File: src/rtl/uart_rx_controller.sv
// uart_rx_controller: 8N1 UART receive sequencer with a one-entry output register
//
// Samples RXD at bit centres using an internal baud counter. It holds each received
// byte until the consumer acknowledges it, and reports framing and overrun errors.
//
// Parameters:
//   SCYCLE    system clock frequency in Hz
//   BAUDRATE  line rate in baud; BDR = SCYCLE/BAUDRATE cycles per bit
//
// Ports:
//   i_clk        system clock, rising edge
//   i_reset      synchronous active-high reset
//   i_rxd        asynchronous serial input, idles high
//   i_rx_ack     consumer acknowledge, clears o_rx_valid
//   o_rx_data    last received byte, LSB = first data bit
//   o_rx_valid   o_rx_data holds an unacknowledged byte
//   o_frame_err  one-cycle pulse: stop bit sampled low
//   o_overrun    one-cycle pulse: unacknowledged byte overwritten
//   o_busy       receiver is inside a frame (not IDLE)
module uart_rx_controller #(
    parameter int SCYCLE   = 50_000_000,
    parameter int BAUDRATE = 9600
) (
    input  logic       i_clk,
    input  logic       i_reset,
    input  logic       i_rxd,
    input  logic       i_rx_ack,
    output logic [7:0] o_rx_data,
    output logic       o_rx_valid,
    output logic       o_frame_err,
    output logic       o_overrun,
    output logic       o_busy
);
    localparam int BDR  = SCYCLE / BAUDRATE;
    localparam int HALF = BDR / 2;
    localparam int CW   = $clog2(BDR + 1);

    typedef enum logic [2:0] {IDLE, START, DATA, STOP, WAITHI} state_t;

    state_t        r_state;
    logic          r_sync1;
    logic          r_sync2;
    logic [CW-1:0] r_cnt;
    logic [2:0]    r_bit;
    logic [7:0]    r_shift;

    logic w_rs;
    logic w_bit_end;
    logic w_half_end;

    assign w_rs       = r_sync2;
    assign w_bit_end  = r_cnt == CW'(BDR - 1);
    assign w_half_end = r_cnt == CW'(HALF - 1);

    always_ff @(posedge i_clk) begin
        if (i_reset) begin
            r_state     <= IDLE;
            r_sync1     <= 1'b1;
            r_sync2     <= 1'b1;
            r_cnt       <= '0;
            r_bit       <= '0;
            r_shift     <= '0;
            o_rx_data   <= '0;
            o_rx_valid  <= 1'b0;
            o_frame_err <= 1'b0;
            o_overrun   <= 1'b0;
            o_busy      <= 1'b0;
        end else begin
            r_sync1     <= i_rxd;
            r_sync2     <= r_sync1;
            o_frame_err <= 1'b0;
            o_overrun   <= 1'b0;
            if (i_rx_ack)
                o_rx_valid <= 1'b0;
            case (r_state)
                IDLE: begin
                    r_cnt <= '0;
                    if (!w_rs) begin
                        r_state <= START;
                        o_busy  <= 1'b1;
                    end
                end
                START: begin
                    if (w_half_end) begin
                        r_cnt <= '0;
                        r_bit <= '0;
                        // line back high at mid start bit: treat as noise, no flag
                        if (w_rs) begin
                            r_state <= IDLE;
                            o_busy  <= 1'b0;
                        end else begin
                            r_state <= DATA;
                        end
                    end else begin
                        r_cnt <= r_cnt + CW'(1);
                    end
                end
                DATA: begin
                    if (w_bit_end) begin
                        r_cnt   <= '0;
                        r_shift <= {w_rs, r_shift[7:1]};
                        r_bit   <= r_bit + 3'd1;
                        if (r_bit == 3'd7)
                            r_state <= STOP;
                    end else begin
                        r_cnt <= r_cnt + CW'(1);
                    end
                end
                STOP: begin
                    if (w_bit_end) begin
                        r_cnt <= '0;
                        if (w_rs) begin
                            r_state    <= IDLE;
                            o_busy     <= 1'b0;
                            o_rx_data  <= r_shift;
                            o_rx_valid <= 1'b1;
                            // an ack landing in the load cycle frees the register in time
                            o_overrun  <= o_rx_valid && !i_rx_ack;
                        end else begin
                            r_state     <= WAITHI;
                            o_frame_err <= 1'b1;
                        end
                    end else begin
                        r_cnt <= r_cnt + CW'(1);
                    end
                end
                WAITHI: begin
                    // hold off until the break ends so a low line is not seen as a start bit
                    if (w_rs) begin
                        r_state <= IDLE;
                        o_busy  <= 1'b0;
                    end
                end
                default: begin
                    r_state <= IDLE;
                    o_busy  <= 1'b0;
                end
            endcase
        end
    end
endmodule

File: config.mk
export PLATFORM = sky130hd
export DESIGN_NAME = uart_rx_controller
export DESIGN_NICKNAME = d
export VERILOG_FILES = /design/src/rtl/uart_rx_controller.sv
export SDC_FILE = /design/constraint.sdc
export NUM_CORES = 1
export LEC_CHECK = 0
export ABC_AREA = 1
export CAP_MARGIN = 20
export CELL_PAD_IN_SITES_DETAIL_PLACEMENT = 0
export CELL_PAD_IN_SITES_GLOBAL_PLACEMENT = 2
export CORE_MARGIN = 2
export CORE_UTILIZATION = 29
export DETAILED_ROUTE_END_ITERATION = 8
export MAX_ROUTING_LAYER = met4
export PLACE_DENSITY_LB_ADDON = 0.1
export SLEW_MARGIN = 20
export SYNTH_ARGS = -nofsm -noshare
export SYNTH_HDL_FRONTEND = slang
export SYNTH_SLANG_ARGS = --single-unit
File: constraint.sdc
create_clock -name i_clk -period 1.57 [get_ports i_clk]
set_input_delay 0.314 -clock i_clk [delete_from_list [all_inputs] [get_ports i_clk]]
set_output_delay 0.314 -clock i_clk [all_outputs]
set_load 0.02 [all_outputs]
==> Word level (Yosys, flattened, before mapping) <==
Cells that the tools add are included.
{ "word_totals": {"regBits": 41, "inputBits": 4, "out_inout_bits": 12, "elab_cells": 68} }
{ "classes": {"add_sub_neg": 2, "n_eq_ne": 13, "muxes": 25, "bitwise": 4, "n_reduce_logical": 13} }
{ "op_table": {"columns": ["op", "n"], "rows": [
  ["$pmux 13 s3", 1],
  ["$mux 3", 9],
  ["$mux 13", 2],
  ["$pmux 3 s5", 1],
  ["$add 13x1->13 const B", 1],
  ["$eq 13x12->1 const B", 1],
  ["$eq 13x13->1 const B", 1],
  ["$ne 2x2->1 const B", 6],
  ["$mux 1", 9],
  ["$eq 3x2->1 const B", 2],
  ["$eq 3x3->1 const B", 2],
  ["$pmux 3 s2", 1],
  ["$reduce_and 3->1", 2],
  ["$reduce_and 6->1", 1],
  ["$pmux 1 s5", 1],
  ["$not 1->1", 4],
  ["$reduce_and 4->1", 1],
  ["$reduce_or 4->1", 1],
  ["$add 3x1->3 const B", 1],
  ["$eq 3x1->1 const B", 1],
  ["$logic_not 3->1", 1],
  ["$reduce_bool 3->1", 1],
  ["$reduce_or 3->1", 1],
  ["$mux 2", 1],
  ["other kinds (5)", 5]
]} }

==> Longest topological paths before layout <==
{ "depth": {"word_depth": 4, "mapped_depth": 12, "mapped_depth_nobuf": 12} }

==> Worst setup path after synthesis <==
Ideal clock, no wire load.
{ "synth_timing": {"path_type": "flip-flop to flip-flop", "start": "reg r_cnt[0]", "end": "reg r_bit[1]", "setup_time_ns": 0.115, "t_arrival_ns": 1.367, "path_slack_ns": 0.088, "stages_incl_launch_ff": 13, "path_buffers": 0, "period_less_slack_ns": 1.482, "path_cell_list": "dfxtp_1 ha_1 nand2_1 clkinv_1 nand2_2 nor2_4 nand2_4 nor2_8 inv_6 nand2_8 nand3_1 nand2_1 nor2_1"} }
{ "synth_between": {"elab_chain_len": 3} }
{ "synth_lines": {"columns": ["element", "line_no", "text"], "rows": [
  ["start: declaration", "43", "logic [CW-1:0] r_cnt;"],
  ["start signal: assignment", "95", "r_cnt <= r_cnt + CW'(1);"],
  ["start signal: assignment", "106", "r_cnt <= r_cnt + CW'(1);"],
  ["start signal: assignment", "124", "r_cnt <= r_cnt + CW'(1);"],
  ["$eq 13x13->1 / $eq 13x12->1 (equally long branches)", "52, 53", null],
  ["$ne 2x2->1 (no source line)", null, null],
  ["$reduce_and 3->1 (no source line) *", null, null],
  ["end signal: assignment", "102", "r_bit <= r_bit + 3'd1;"],
  ["end: declaration", "44", "logic [2:0] r_bit;"]
]} }
Every way passes the cells marked *; elsewhere a longest branch is shown, timed or not.
A chain may end at the register's enable or synchronous reset.

==> Worst setup path after layout <==
{ "layout_timing": {"start": "reg o_frame_err", "end": "out o_frame_err"} }
{ "layout_lines": {"columns": ["element", "line_no", "text"], "rows": [
  ["start: declaration", "30", "output logic o_frame_err,"],
  ["start signal: assignment", "65", "o_frame_err <= 1'b0;"],
  ["start signal: assignment", "71", "o_frame_err <= 1'b0;"],
  ["start signal: assignment", "121", "o_frame_err <= 1'b1;"]
]} }
No word-level cell between the ends.

==> run metrics <==
status complete, no violations; GR Overflow Total 0; Antenna diodes 0; final setup TNS 0 ns; Placed Instances around 420; Synth top area share 39.9%; CP max stage cell clkdlybuf4s50_1; vias per cell 4.48; Crit. End Element output pin; Die Wd around 90 um; HPWL Detailed around 3800 um; Seq cells post-synth roughly 40; cells along the critical path clkdlybuf4s50_1; Clock Skews 0.00675 ns; Die Y 88.2 um; initial antenna violation count 0; fin. max-slew vios 0; drt initial violations 68; TritonCTS clock tree done; H-tree depth 2; Final period util 96.6%; crit path buf inv count 1; Hold WS 0.420 ns; clock period minus worst slack 1.52 ns; WHS Path Cells 1; final setup fails 0; number of global-route vias before repair between 1.5k and 2k; DRC 0; Net count, final 336; Post-Syn Area per Cell about 7.0 um2; dpl ws -0.0140 ns; die area 7780 um2; largest net degree at the start of global routing 26; reg2reg path depth 12; Final Util 38.5%; P_leak ~1.3 nW; Port Buffer Count 15; Worst-path clk slew 0.08 ns; Final ANT Viol Nets 0; Gate Count Post-Synth 293; end of the worst hold path r_sync2; worst r2r src r_cnt[1]; share of cells above drive strength 1 19.4%; worst skew pair latency approximately 0.3 ns; initial core utilization 30.1%; f_max 659 MHz; Net Count, Synth 300; FF-to-FF End r_bit[2]; Hold Crit Class reg -> reg; worst vdd ir 0.000687 V; final hold violations 0; total CTS buffers 5; crit path max fanout 1; Tot Pwr 2.87 mW; num rows 30; Seq/Total Area, Yosys 39.9%; dominant cell type by area after synthesis dfxtp_1; worst path arrival time ~1.2 ns; Sink Count 41; area grow syn2layout 27.9%; crit-path leading delay family buffers and inverters; Hold Startpoint r_sync1; Final WS setup roughly 0.053 ns; root buf cell clkbuf_8; RD Place Congestion 0.762; crit-path max cell delay roughly 0.6 ns; gr usage total approximately 15%; io pins 16; synthesized area 2060 um2; worst relative slew slack about three quarters; Worst Path Required 1.26 ns; design area between 2000 and 3000 um2; via count 1,907; PwrDens around 1100 nW/um2; CP Class reg -> out; DRT Wirelength 5270 um; DRT Pass-1 Iters 4; clk buf depth 2; first-pass GRT wire length 8560 um; Area contributors post-synth dfxtp_1 (40%), nand2_1 (10%), nor2_1 (7.5%); core area 6830 um2; crit start category flip-flop; Netlist cell types 31; dpl cell area 2450 um2; Worst Tran Pin Value 0.368 ns; YS warnings 0; r2r setup slk 0.13 ns; WL per Instance 12.4 um; Max-cap violations 0; fin cells 426
==> worst register-to-register path: stages, from the launching register on <==
cell and delay [ns]:
dfxtp_2 0.36, ha_4 0.16, nand2_1 0.06, clkinv_1 0.05, nand2_2 0.05, nor2_4 0.11, nand2_4 0.08, nor2_8 0.16
inv_6 0.07, nand2_8 0.07, nand3_1 0.07, nand2_1 0.06, nor2_1 0.04
==> power breakdown <==
group          switching (mW)  total (mW)  internal, mW
logic                   0.571       0.902         0.331
clock network           0.405       0.763         0.357
registers              0.0789        1.21          1.13
total                    1.06        2.87          1.82
==> Yosys cell counts <==
cell and number:
nand3_2 2, a21oi_2 1, nand2_2 4, buf_1 1
nand4_1 13, nor2_2 2, nor3_2 1, or2_0 1
nor2_1 41, nand2_4 2, nor3_1 6, inv_6 1
clkinv_1 2, or2_2 2, a211oi_1 3, o21ai_0 19
nor2_8 1, nand3b_2 1, dfxtp_1 41, nand3_1 20
ha_1 3, nand2_8 1, clkbuf_1 4, inv_1 32
nand2_1 56, a21oi_1 22, o211ai_1 2, inv_2 5
nor2_4 2, buf_2 1, xor2_1 1
==> cells in the final DEF, fill, tap and decap left out, types with 3 or more instances in the layout <==
cell type | synthesis | final
nand2_1 | 56 | 54
dfxtp_1 | 41 | 38
nor2_1 | 41 | 37
inv_1 | 32 | 32
a21oi_1 | 22 | 22
nand3_1 | 20 | 19
buf_4 | 0 | 18
o21ai_0 | 19 | 17
nand4_1 | 13 | 13
dlymetal6s2s_1 | 0 | 9
nor2_2 | 2 | 6
nand2_2 | 4 | 6
nor3_1 | 6 | 6
clkbuf_8 | 0 | 6
inv_2 | 5 | 5
clkdlybuf4s50_1 | 0 | 5
a211oi_1 | 3 | 3
dfxtp_2 | 0 | 3
==> cell type report <==
type,count,area [um2]
clock buffers,6,82.6
clock inverters,2,13.8
inverters,40,155
fillers,778,4200
well taps,96,120
repair buffers,35,338
multi-input cells,206,1100
flip-flops and latches,41,825
==> worst max-delay path by stage <==
stage                     depth (start not counted)      endpoint          from  slack [ns]
after global routing                             10      r_cnt[1]      r_cnt[1]      -0.005
after floorplan                                  12      r_bit[1]      r_cnt[0]        0.09
after CTS                                         1  o_rx_data[1]  o_rx_data[1]      0.0008
after global placement                           10  o_rx_data[0]      r_cnt[0]        0.02
after detailed placement                          8      r_cnt[8]      r_cnt[0]       -0.01
final                                             1   o_frame_err   o_frame_err        0.05
==> per-layer routing <==
metal / part of all wire, % / vias to the layer above / track usage, %
li1: - / 1024 / -
met1: 51 / 833 / 20.7
met2: 43 / 44 / 21.7
met3: 4.8 / 6 / 3.11
met4: 1.1 / 0 / 4.55
met5: 0 / - / -
==> kinds of logic (layout without fill, tap and decap cells) <==
logic type,count (synthesis),count (layout),share of synthesized area (%)
xor gates and xnor gates,1,1,0.426
DFF,41,41,39.9
and+or+nand+nor,155,155,36.9
buffers and inverters,46,83,8.70
AOI/OAI and AO/OA,47,47,12.2
adders and majority gates,3,3,1.83
==> timing repair <==
item	4_1_cts	5_1_grt
endpoints found under the setup margin	10	42
resized for setup	2	24
buffers inserted	0	2
pin swaps	0	3
hold buffers	0	0
==> registers in the layout, indices dropped and copies added (netlist names) <==
signal,flops
o_rx_data,8
r_state,3
r_sync2,1
o_overrun,1
r_cnt,13
o_frame_err,1
r_bit,3
o_busy,1
r_sync1,1
o_rx_valid,1
r_shift,8
Note: power is estimated with default switching activity, not from simulation.
